### config.mk
export PLATFORM = sky130hd
export DESIGN_NAME = decode_issue_ctrl
export DESIGN_NICKNAME = d
export VERILOG_FILES = /design/src/rtl/decode_issue_ctrl.sv
export SDC_FILE = /design/constraint.sdc
export NUM_CORES = 1
export LEC_CHECK = 0
export BUFFER_PORTS_ARGS = -buffer_cell sky130_fd_sc_hd__buf_2
export CAP_MARGIN = 20
export CORE_MARGIN = 2
export CORE_UTILIZATION = 30
export DETAILED_ROUTE_END_ITERATION = 6
export SETUP_SLACK_MARGIN = 0.5
export SYNTH_ARGS = -nofsm -noshare
export SYNTH_HDL_FRONTEND = slang
export SYNTH_SLANG_ARGS = --single-unit
### constraint.sdc
create_clock -name clk -period 7.4 [get_ports clk]
set_clock_uncertainty 0.1 [all_clocks]
set_input_delay 0.74 -clock clk [delete_from_list [all_inputs] [get_ports clk]]
set_output_delay 0.74 -clock clk [all_outputs]
set_load 0.01 [all_outputs]
### src/rtl/decode_issue_ctrl.sv
// decode_issue_ctrl: decode-stage issue controller.
// Two-entry skid buffer between fetch and EX with load-use hazard
// detection, front-end flush, immediate-format select and an illegal
// opcode flag for the head instruction.
module decode_issue_ctrl (
    input  logic        clk,
    input  logic        rst_n,
    input  logic        if_valid,
    output logic        if_ready,
    input  logic [31:0] if_instr,
    input  logic [31:0] if_pc,
    input  logic        flush,
    input  logic        ex_valid,
    input  logic        ex_is_load,
    input  logic [4:0]  ex_rd,
    output logic        id_valid,
    input  logic        id_ready,
    output logic [31:0] id_instr,
    output logic [31:0] id_pc,
    output logic [2:0]  id_imm_fmt,
    output logic        id_illegal,
    output logic [15:0] stall_cycles
);

    // Occupancy doubles as the controller state.
    localparam logic [1:0] ST_EMPTY = 2'd0;
    localparam logic [1:0] ST_ONE   = 2'd1;
    localparam logic [1:0] ST_TWO   = 2'd2;

    localparam logic [6:0] OP_ALU    = 7'b0110011;
    localparam logic [6:0] OP_ALUI   = 7'b0010011;
    localparam logic [6:0] OP_LOAD   = 7'b0000011;
    localparam logic [6:0] OP_STORE  = 7'b0100011;
    localparam logic [6:0] OP_BRANCH = 7'b1100011;
    localparam logic [6:0] OP_JALR   = 7'b1100111;
    localparam logic [6:0] OP_JAL    = 7'b1101111;
    localparam logic [6:0] OP_LUI    = 7'b0110111;
    localparam logic [6:0] OP_AUIPC  = 7'b0010111;
    localparam logic [6:0] OP_SYSTEM = 7'b1110011;

    localparam logic [2:0] FMT_NONE = 3'd0;
    localparam logic [2:0] FMT_I    = 3'd1;
    localparam logic [2:0] FMT_S    = 3'd2;
    localparam logic [2:0] FMT_B    = 3'd3;
    localparam logic [2:0] FMT_U    = 3'd4;
    localparam logic [2:0] FMT_J    = 3'd5;

    typedef struct packed {
        logic [31:0] instr;
        logic [31:0] pc;
    } slot_t;

    logic [1:0]  count_q, count_d;
    slot_t       slot0_q, slot0_d;
    slot_t       slot1_q, slot1_d;
    logic [15:0] stall_q, stall_d;

    logic        head_vld;
    logic [6:0]  opcode;
    logic [4:0]  rs1, rs2;
    logic        rs1_use, rs2_use, legal;
    logic [2:0]  fmt;
    logic        hazard, push, pop;
    slot_t       in_slot;

    assign head_vld = (count_q != ST_EMPTY);
    assign opcode   = slot0_q.instr[6:0];
    assign rs1      = slot0_q.instr[19:15];
    assign rs2      = slot0_q.instr[24:20];
    assign in_slot  = '{instr: if_instr, pc: if_pc};

    // Decode register usage, immediate format and legality of the head opcode.
    always_comb begin
        rs1_use = 1'b0;
        rs2_use = 1'b0;
        legal   = 1'b1;
        fmt     = FMT_NONE;
        case (opcode)
            OP_ALU:    begin rs1_use = 1'b1; rs2_use = 1'b1; end
            OP_ALUI:   begin rs1_use = 1'b1; fmt = FMT_I; end
            OP_LOAD:   begin rs1_use = 1'b1; fmt = FMT_I; end
            OP_STORE:  begin rs1_use = 1'b1; rs2_use = 1'b1; fmt = FMT_S; end
            OP_BRANCH: begin rs1_use = 1'b1; rs2_use = 1'b1; fmt = FMT_B; end
            OP_JALR:   begin rs1_use = 1'b1; fmt = FMT_I; end
            OP_JAL:    fmt = FMT_J;
            OP_LUI:    fmt = FMT_U;
            OP_AUIPC:  fmt = FMT_U;
            OP_SYSTEM: fmt = FMT_I;
            default:   legal = 1'b0;
        endcase
    end

    // Load-use hazard against EX, and the fetch/issue handshakes.
    always_comb begin
        hazard = head_vld & ex_valid & ex_is_load & (ex_rd != 5'd0) &
                 ((rs1_use & (rs1 == ex_rd)) | (rs2_use & (rs2 == ex_rd)));
        // if_ready comes from registered occupancy only, keeping fetch off
        // the EX-side combinational paths.
        if_ready   = (count_q != ST_TWO);
        id_valid   = head_vld & ~hazard & ~flush;
        push       = if_valid & if_ready & ~flush;
        pop        = id_valid & id_ready;
        id_instr   = slot0_q.instr;
        id_pc      = slot0_q.pc;
        // Stale slot contents after draining must not look like a live format.
        id_imm_fmt = head_vld ? fmt : FMT_NONE;
        id_illegal = head_vld & ~legal;
    end

    // Buffer next state: flush empties; otherwise push/pop per occupancy.
    always_comb begin
        count_d = count_q;
        slot0_d = slot0_q;
        slot1_d = slot1_q;
        if (flush) begin
            count_d = ST_EMPTY;
        end else begin
            case (count_q)
                ST_EMPTY: begin
                    if (push) begin
                        slot0_d = in_slot;
                        count_d = ST_ONE;
                    end
                end
                ST_ONE: begin
                    case ({push, pop})
                        2'b10: begin
                            slot1_d = in_slot;
                            count_d = ST_TWO;
                        end
                        2'b01:   count_d = ST_EMPTY;
                        2'b11:   slot0_d = in_slot;
                        default: count_d = ST_ONE;
                    endcase
                end
                ST_TWO: begin
                    if (pop) begin
                        slot0_d = slot1_q;
                        count_d = ST_ONE;
                    end
                end
                default: count_d = ST_EMPTY;
            endcase
        end
    end

    // Saturating bubble counter; survives flush.
    always_comb begin
        stall_d = stall_q;
        if (hazard && !flush && (stall_q != 16'hFFFF))
            stall_d = stall_q + 16'd1;
    end

    // State registers.
    always_ff @(posedge clk or negedge rst_n) begin
        if (!rst_n) begin
            count_q <= ST_EMPTY;
            slot0_q <= '0;
            slot1_q <= '0;
            stall_q <= '0;
        end else begin
            count_q <= count_d;
            slot0_q <= slot0_d;
            slot1_q <= slot1_d;
            stall_q <= stall_d;
        end
    end

    assign stall_cycles = stall_q;

endmodule

== Word-level counts from Yosys, hierarchy flattened ==
Cells that the tools add are included.
Operators by class
  $add $sub $neg: 1
  equality and inequality tests: 25
  multiplexer cells: 14
  bitwise logic cells: 16
  reductions and logical operators: 15
Operator list (count)
  two-way mux 64 bit: 3
  one-hot mux 64 bit (3 select lines): 1
  == test 7 bit, second input constant: 4
  == test 7 x 6 -> 1 bit, second input constant: 3
  adder 16 x 1 -> 16 bit, second input constant: 1
  != test 16 bit, second input constant: 1
  one-hot mux 3 bit (5 select lines): 1
  == test 7 x 5 -> 1 bit, second input constant: 2
  bitwise AND 1 bit: 12
  one-hot mux 2 bit (3 select lines): 2
  == test 5 bit: 2
  OR reduction 10 bit: 1
  != test 3 bit, second input constant: 3
  == test 7 x 2 -> 1 bit, second input constant: 1
  == test 2 bit, second input constant: 3
  two-way mux 2 bit: 3
  != test 2 bit, second input constant: 3
  AND reduction 3 bit: 2
  OR reduction 6 bit: 1
  AND reduction 5 bit: 1
  nonzero test 5 bit: 1
  == test 2 x 1 -> 1 bit, second input constant: 2
  OR reduction 4 bit: 1
  two-way mux 1 bit: 3
  11 further kinds: 14
Storage, ports and cells
  register bits: 146
  input bits: 76
  output and inout port bits: 86
  logic and storage cells: 77

== Longest topological paths before layout ==
Gate-level depths: netlist of the first run.
  depth in word-level cells: 14
  gate-level depth with buffers: 14
  mapped depth without buffers: 12

== Worst setup path after synthesis of the first run ==
Ideal clock, no wire load.
  path type: input to register
  start: in ex_rd[1]
  end: reg slot1_q[10] in the netlist's numbering
  library setup time: 0.125 ns
  arrival: 3.304 ns
  data required time: 7.175 ns
  setup slack: 3.871 ns
  stages: 11
  buffers on the path: 2
  path through: or4_1 > nor2_1 > or4_4 > or2_4 > nand2_1 > or3_1 > ha_1 > nand3_1 > clkbuf_1 > clkbuf_1 > mux2_2
Between the ends
  cells in the longest elaborated chain, start to end: 10
  elaborated cells on any way between the ends: 14
  classes of those cells: eq/ne: 3; bitwise: 9; reduce/logical: 2
RTL lines
  start, declared: RTL line 15  | input logic [4:0] ex_rd,
  == test 5 bit: RTL line 96  | ((rs1_use & (rs1 == ex_rd)) | (rs2_use & (rs2 == ex_rd)));
  bitwise AND 1 bit: RTL line 96
  bitwise OR 1 bit: RTL line 96
  bitwise AND 1 bit (*): RTL line 95  | hazard = head_vld & ex_valid & ex_is_load & (ex_rd != 5'd0) &
  NOT 1 bit (*): RTL line 100  | id_valid = head_vld & ~hazard & ~flush;
  bitwise AND 1 bit (*) (2 in a row): RTL line 100
  bitwise AND 1 bit (*): RTL line 102  | pop = id_valid & id_ready;
  == test 2 bit (*): RTL line 126  | case ({push, pop})
  AND reduction 3 bit (no line) (*)
  end signal, assigned: RTL line 164  | slot1_q <= slot1_d;
  end, declared: RTL line 55  | slot_t slot1_q, slot1_d;
Mark *: on every way between the ends. The rest lies on a longest branch, timed or not.
A chain may end at the register's enable or synchronous reset.

== Worst setup path in the final report of the first run ==
  start: reg slot0_q (netlist bit id_instr[3])
  end: reg slot0_q (netlist bit id_instr[24])
Between the ends
  cells in the longest elaborated chain, start to end: 13
  elaborated cells on any way between the ends: 22
  classes of those cells: eq/ne: 9; mux: 2; bitwise: 8; reduce/logical: 3
RTL lines
  start, declared: RTL line 54  | slot_t slot0_q, slot0_d;
  start signal, assigned: RTL line 163  | slot0_q <= slot0_d;
  == test 7 bit (tied with other cells): RTL line 78  | case (opcode)
  OR reduction 6 bit (no line) or OR reduction 3 bit (tied branches)
  two-way mux 1 bit: RTL line 78
  bitwise AND 1 bit: RTL line 96
  bitwise OR 1 bit (*): RTL line 96
  bitwise AND 1 bit (*): RTL line 95
  NOT 1 bit (*): RTL line 100
  bitwise AND 1 bit (*) (2 in a row): RTL line 100
  bitwise AND 1 bit (*): RTL line 102
  == test 2 bit: RTL line 126
  != test 2 x 1 -> 1 bit (no line)
  AND reduction 5 bit (no line) (*)
Marks and branches as above.

==> results.py, run 1 <==
metrics = {
    "status": {
        "outcome": "finished clean",
    },
    "placement": {
        "dp_hpwl_um": 10700,
        "post-place-cells": 990,
        "io_buffers": 161,
        "place.gp.congestion": 0.778,
        "detailed_place.area_um2": 7990,
    },
    "worst_setup_path": {
        "cp_most_frequent_cell": "sky130_fd_sc_hd__nand2_1",
        "cpPeakStageDelay_ps": 760,
        "rr_worst_depth": 14,
        "timing.critical_path.to_type": "flop",
        "critical_register_to_register_path_startpoint": "id_instr[3]",
        "path_max_fanout": 65,
        "timing.critical_path.slowest_stage_cell": "sky130_fd_sc_hd__and2_4",
        "critical_path.reg2reg.endpoint": "id_instr[24]",
        "worst_ep_required_time_ps": 7580,
        "setup.worst_path.start_class": "flop",
        "crit_path_cell_trace": "and3b_1 -> o21ai_2 -> or4_4 -> or2_4 -> nand2_1 -> nor3_1 -> ha_1 -> nand2_1 -> nand2_1 -> nand2_2 -> buf_4 -> and2_4 -> buf_4 -> o21ai_0",
        "setup.worst_path.class": "flop to flop",
        "worstPathArrival_ps": 4770,
        "reg2reg_slack_ps": 2810,
    },
    "cts": {
        "tritoncts": "yes",
        "ctsLongestPathBuffers": 2,
        "clock_sink_count": 146,
        "cts_repair_resize_count": 0,
        "root_buffer_master": "sky130_fd_sc_hd__clkbuf_16",
        "htreeDepth": 4,
        "post_cts_buffers": 0,
        "post_cts_hold_buffer_count": 0,
        "clkTransAtPathRegs_ps": 60,
        "tritoncts.num_buffers": 17,
        "clock_latency_on_the_worst_skew_pair_ps": 420,
    },
    "power": {
        "pwr_density_cell_nw_per_um2": 291,
        "comb_power_share": 0.185,
        "power_report.internal_total_mw": 1.81,
        "sw_frac_of_total": 0.280,
        "power.static_leakage_nw": 3.96,
        "clock_power_share": 0.375,
        "sequentialPowerShare": 0.440,
        "ir_worst_vdd_v": 0.000133,
        "total_switching_power_uw": 705,
        "total_power_mw": 2.52,
    },
    "timing": {
        "fmaxAchievable_mhz": 218,
        "grt_setup_unrepaired": "no",
        "timing.slew.headroom": 0.367,
        "final_hold_viol_count": 0,
        "period_needed_ps": 4590,
        "worst_pin_slew_ps": 950,
        "maxSlewViolCount": 0,
        "finalSetupTns_ps": 0,
        "whs_ps": 238,
        "timing.final.crit_share": 0.621,
        "total_of_endpoints_with_negative_setup_slack_in_the_final_report": 0,
    },
    "synth": {
        "simple_gate_share_of_the_synthesized_area": 0.108,
        "synth-warning-count": 0,
        "synth.lib_cells_used.distinct": 45,
        "synth_top_family_by_area": "multiplexers",
        "synthCells": 547,
        "synthMuxAreaShare": 0.196,
        "synthesis.area_per_instance_um2": 12.8,
        "synth-compound-area-share": 0.0909,
        "synth-adder-area-share": 0.00537,
        "ys_ff_latch": 146,
        "post_synth_instance_area_um2": 6990,
        "synth_sequential_area_ratio": 0.523,
        "mapped_nets": 626,
        "xor_xnor_share_of_the_synthesized_area": 0.0347,
    },
    "global_route": {
        "grt_overflow_total": 0,
        "grt_start_max_net_pins": 76,
        "antenna_found_initial": 1,
        "grt_first_pass_wirelength_um": 26300,
        "globalRouteTotalUtil": 0.138,
        "grt_pass1_vias": 4830,
    },
    "routing": {
        "drt.antenna.violating_nets": 0,
        "dr.first_iter.drc_count": 153,
        "route.vias.total": 4734,
        "detail_route.wirelength_um": 16300,
        "detailedRoute.firstPassIterationCount": 4,
        "drt_drc_violations_left": 0,
        "drt-wirelength-per-cell_um": 15.9,
        "drt-vias-per-instance": 4.62,
    },
    "finish": {
        "nNetsFinal": 776,
        "finalNonFillerCells": 1024,
        "final_layout_size_suffix_gt1_frac": 0.485,
        "final_cell_mix": "sky130_fd_sc_hd__buf_2, sky130_fd_sc_hd__dfrtp_1, sky130_fd_sc_hd__nand3_1, sky130_fd_sc_hd__mux2_2, sky130_fd_sc_hd__mux2i_1",
        "filler_cell_count": 2292,
        "syn2layout_area_growth_pct": 23.8,
        "post-route-cell-area_um2": 8650,
        "final_common_cell": "sky130_fd_sc_hd__buf_2",
    },
    "floorplanning": {
        "ios": 162,
        "die_width_um": 157,
        "fp.coreArea_um2": 22800,
        "die_height_um": 157,
        "floorplan.rows": 55,
        "initial_utilization": 0.307,
        "fp.dieArea_um2": 24500,
    },
    "run": {
        "max_cap_check_violation_count": 0,
    },
    "hold_path": {
        "holdCritPathClass": "input port to asynchronous set/reset pin",
    },
}
-- routing by layer --
metal / vias to the layer above / part of all wire / track usage
met2: 98 / 0.48 / 0.226
met4: 0 / 0.012 / 0.0393
met1: 2338 / 0.46 / 0.179
met5: - / 0 / 0
li1: 2284 / - / -
met3: 14 / 0.045 / 0.0360
-- registers in the layout (all words and copies together) (netlist names) --
signal        flops
slot1_q          64
id_instr         32
id_pc            32
stall_cycles     16
count_q           2
-- cell families after synthesis --
group                    after synthesis
AO/OA/AOI/OAI                         75
multiplexers                         129
AND/OR/NAND/NOR                      129
XOR/XNOR                              26
flip-flops                           146
adder cells (fa/ha/maj)                3
buffers and inverters                 39
-- layout make-up --
| cell class | count | area [um^2] | share of cell area |
|---|---|---|---|
| diodes | 1 | 2.50 | 0.000289 |
| clock buffers | 18 | 439 | 0.0508 |
| clock inverters | 14 | 203 | 0.0234 |
| inverters | 2 | 7.51 | 0.000868 |
| multi-input cells | 362 | 3080 | 0.356 |
| flip-flops and latches | 146 | 3650 | 0.422 |
| well taps | 313 | 392 | 0.0453 |
| repair buffers | 168 | 877 | 0.101 |
-- through the flow --
step	setup slack (ps)	util
CTS	2700	0.379
detailed placement	2530	0.351
finish	2810	0.380
floorplan	3870	-
global placement	2590	0.351
global route	2440	0.380
-- worst max-delay path, delay by kind of cell, from the launching register on --
kind	cells	cell delay, ps
compound gates	2	250
fa+ha+maj	1	260
buf+inv	2	1090
flops	1	420
simple gates	9	2300
-- worst max-delay path by stage --
stage | from | to | depth (start not counted)
after floorplan | ex_rd[1] | slot1_q[10] | 11
after detailed placement | ex_rd[2] | id_instr[24] | 15
final | id_instr[3] | id_instr[24] | 14
after CTS | id_instr[3] | id_instr[24] | 14
after global routing | id_instr[3] | id_instr[24] | 14
after global placement | ex_rd[2] | id_instr[24] | 15
-- synth_stat cells, drive strengths merged --
cell     instances  area [um^2]
or3              1         6.26
and3             6         37.5
clkbuf          21         78.8
or2              1         8.76
ha               3         37.5
nor2b            2         12.5
xor2             8         70.1
or4              2         18.8
and3b            2         18.8
inv              2         7.51
o2111ai          1         15.0
o2bb2ai          1         8.76
and2             2         13.8
nor3             5         36.3
o221ai           1         8.76
nor4             1         21.3
a2bb2oi          1         8.76
buf             16          208
nand3           71          375
nor2             9         33.8
a21oi            2         10.0
mux2            65          732
nand4            8         65.1
nand2           14         52.6
o21ai           67          564
a32o             1         10.0
nand4b           1         23.8
mux2i           64          641
and4             1         8.76
nand2b           1         6.26
nor3b            2         15.0
xnor2           18          173
a41o             1         10.0
dfrtp          146         3650
-- power by group through the flow --
stage	Combinational, mW	Sequential (mW)	Clock [mW]
2_1_floorplan	0.285	1.13	0
3_3_place_gp	0.463	1.12	0
3_5_place_dp	0.474	1.12	0
4_1_cts	0.474	1.11	0.969
5_1_grt	0.521	1.13	1.01
6_report	0.464	1.11	0.943
No activity file was read; power rests on OpenSTA's default activity.
==> run 2, diff against run 1 <==
==> constraint.sdc (replaced) <==
create_clock -name clk -period 3.9 [get_ports clk]
set_clock_uncertainty 0.1 [all_clocks]
set_input_delay 0.39 -clock clk [delete_from_list [all_inputs] [get_ports clk]]
set_output_delay 0.39 -clock clk [all_outputs]
set_load 0.01 [all_outputs]
==> results.py, run 2 (synthesis gave the netlist of run 1 again) <==
metrics = {
    "status": {
        "outcome": "finished clean",
    },
    "worst_setup_path": {
        "rr_worst_depth": 14,
        "timing.critical_path.to_type": "flop",
        "timing.critical_path.slowest_stage_cell": "sky130_fd_sc_hd__or4_4",
        "worstPathArrival_ps": 3440,
        "crit_path_start": "id_instr[3]",
        "path_max_fanout": 16,
        "path_depth": 14,
        "critPathCapture": "id_instr[18]",
        "critical_path.reg2reg.endpoint": "id_instr[18]",
        "critical_register_to_register_path_startpoint": "id_instr[3]",
        "setup.worst_path.start_class": "flop",
        "cpPeakStageDelay_ps": 590,
        "setup.worst_path.class": "flop to flop",
        "crit_path_cell_trace": "and3b_2 -> o21ai_2 -> or4_4 -> or2_4 -> nand2_1 -> nor3_1 -> ha_1 -> nand2_1 -> o21ai_1 -> o2111ai_4 -> and2_4 -> buf_12 -> clkbuf_16 -> o21ai_2",
        "reg2reg_slack_ps": 660,
        "timing.critical_path.max_delay_family": "simple AND/OR/NAND/NOR gates",
        "critPathBufInv": 2,
        "worst_ep_required_time_ps": 4100,
    },
    "run": {
        "max_cap_check_violation_count": 0,
    },
    "power": {
        "total_power_mw": 4.72,
        "power.static_leakage_nw": 4.09,
        "pwr_density_cell_nw_per_um2": 532,
        "ir_worst_vdd_v": 0.000241,
    },
    "finish": {
        "number_of_flip_flops_under_the_largest_register_name": 64,
        "final_cell_mix": "sky130_fd_sc_hd__buf_2, sky130_fd_sc_hd__dfrtp_1, sky130_fd_sc_hd__nand3_1, sky130_fd_sc_hd__mux2_2, sky130_fd_sc_hd__mux2i_1",
        "nNetsFinal": 790,
        "filler_cell_count": 2221,
        "registers.top_by_ff_count": "slot1_q",
        "regArea_um2": 3650,
        "antenna_cells": 0,
        "post-route-cell-area_um2": 8880,
        "syn2layout_area_growth_pct": 27.0,
        "final_common_cell": "sky130_fd_sc_hd__buf_2",
        "final_core_util": 0.390,
        "combined_area_of_the_multi_input_logic_cells_um2": 3080,
        "final_layout_size_suffix_gt1_frac": 0.496,
        "finalNonFillerCells": 1037,
    },
    "timing": {
        "maxSlewViolCount": 0,
        "timing.slew.headroom": 0.466,
        "final_hold_viol_count": 0,
        "whs_ps": 114,
        "final.setup.worst_slack_ps": 664,
        "timing.final.crit_share": 0.830,
        "worst_pin_slew_ps": 798,
        "finalSetupTns_ps": 0,
        "period_needed_ps": 3240,
        "fmaxAchievable_mhz": 309,
        "grt_setup_unrepaired": "no",
        "total_of_endpoints_with_negative_setup_slack_in_the_final_report": 0,
    },
    "cts": {
        "clock_latency_on_the_worst_skew_pair_ps": 420,
        "htreeDepth": 4,
        "clock_sink_count": 146,
        "tritoncts.num_buffers": 17,
        "clkTransAtPathRegs_ps": 70,
        "root_buffer_master": "sky130_fd_sc_hd__clkbuf_16",
        "tritoncts": "yes",
        "ctsLongestPathBuffers": 2,
    },
    "floorplanning": {
        "die_width_um": 157,
        "fp.coreArea_um2": 22800,
        "fp.dieArea_um2": 24500,
        "die_height_um": 157,
        "floorplan.rows": 55,
        "initial_utilization": 0.307,
        "ios": 162,
    },
    "routing": {
        "detail_route.wirelength_um": 17300,
        "drt-vias-per-instance": 4.66,
        "detailedRoute.firstPassIterationCount": 4,
        "drt-wirelength-per-cell_um": 16.7,
        "drt_drc_violations_left": 0,
        "drt.antenna.violating_nets": 0,
        "dr.first_iter.drc_count": 140,
        "route.vias.total": 4835,
    },
    "hold_path": {
        "holdCritPathClass": "input port to flop",
    },
    "global_route": {
        "antenna_found_initial": 1,
        "grt_start_max_net_pins": 82,
        "grt_overflow_total": 0,
        "grt_first_pass_wirelength_um": 26700,
        "grt_pass1_vias": 4838,
        "globalRouteTotalUtil": 0.140,
    },
    "placement": {
        "post-place-cells": 997,
        "detailed_place.area_um2": 8090,
        "dp_worst_setup_slack_ps": 546,
        "io_buffers": 161,
        "dp_hpwl_um": 10700,
        "place.gp.congestion": 0.814,
    },
}
run 2: cell count changes in the layout (fill, tap and decap cells not counted), sizes merged:
cell,previous run,this run
inv,5,6
buf,168,177
clkinvlp,4,3
bufinv,4,3
clkinv,3,5
dlygate4sd3,0,1
clkbuf,18,21
diode,1,0
run 2: layout make-up:
class	count	area share
Tap cell	313	0.0441
Sequential cell	146	0.412
Clock buffer	17	0.0479
Inverter	2	0.000846
Multi-Input combinational cell	362	0.347
Timing Repair Buffer	182	0.128
Clock inverter	15	0.0203
run 2: layer usage:
metal / wire length [um] / track usage / vias to the layer above
li1: - / - / 2308
met1: 8190 / 0.183 / 2406
met2: 8230 / 0.231 / 104
met3: 674 / 0.0399 / 15
met4: 168 / 0.0354 / 2
met5: 13 / 0 / -
run 2: how the worst min path moves through the flow:
stage	from	to	slack (ps)	depth (start not counted)
6_report	if_instr[7]	slot1_q[39]	110	2
5_1_grt	if_instr[7]	slot1_q[39]	90	2
2_1_floorplan	rst_n	count_q[0]	-6	0
3_3_place_gp	stall_cycles[10]	stall_cycles[10]	380	1
4_1_cts	if_instr[7]	slot1_q[39]	90	2
3_5_place_dp	stall_cycles[10]	stall_cycles[10]	370	1
run 2: worst reg2reg max path: stages (launching register included):
cell                        delay, ps
sky130_fd_sc_hd__dfrtp_1          430
sky130_fd_sc_hd__and3b_2          300
sky130_fd_sc_hd__o21ai_2           90
sky130_fd_sc_hd__or4_4            600
sky130_fd_sc_hd__or2_4            280
sky130_fd_sc_hd__nand2_1          110
sky130_fd_sc_hd__nor3_1            50
sky130_fd_sc_hd__ha_1             230
sky130_fd_sc_hd__nand2_1           80
sky130_fd_sc_hd__o21ai_1          100
sky130_fd_sc_hd__o2111ai_4        140
sky130_fd_sc_hd__and2_4           220
sky130_fd_sc_hd__buf_12           120
sky130_fd_sc_hd__clkbuf_16        200
sky130_fd_sc_hd__o21ai_2           80
run 2: report_power, final:
group | switching, mW | internal (mW) | total, mW
logic | 0.444 | 0.489 | 0.933
registers | 0.211 | 1.88 | 2.10
clock network | 0.679 | 1.01 | 1.69
run 2: what timing repair did:
item                       CTS  global route
setup endpoints to repair    0            64
setup buffers                0             2
hold endpoints to repair    80             0
hold buffers                 1             0
gates resized for setup      0             6
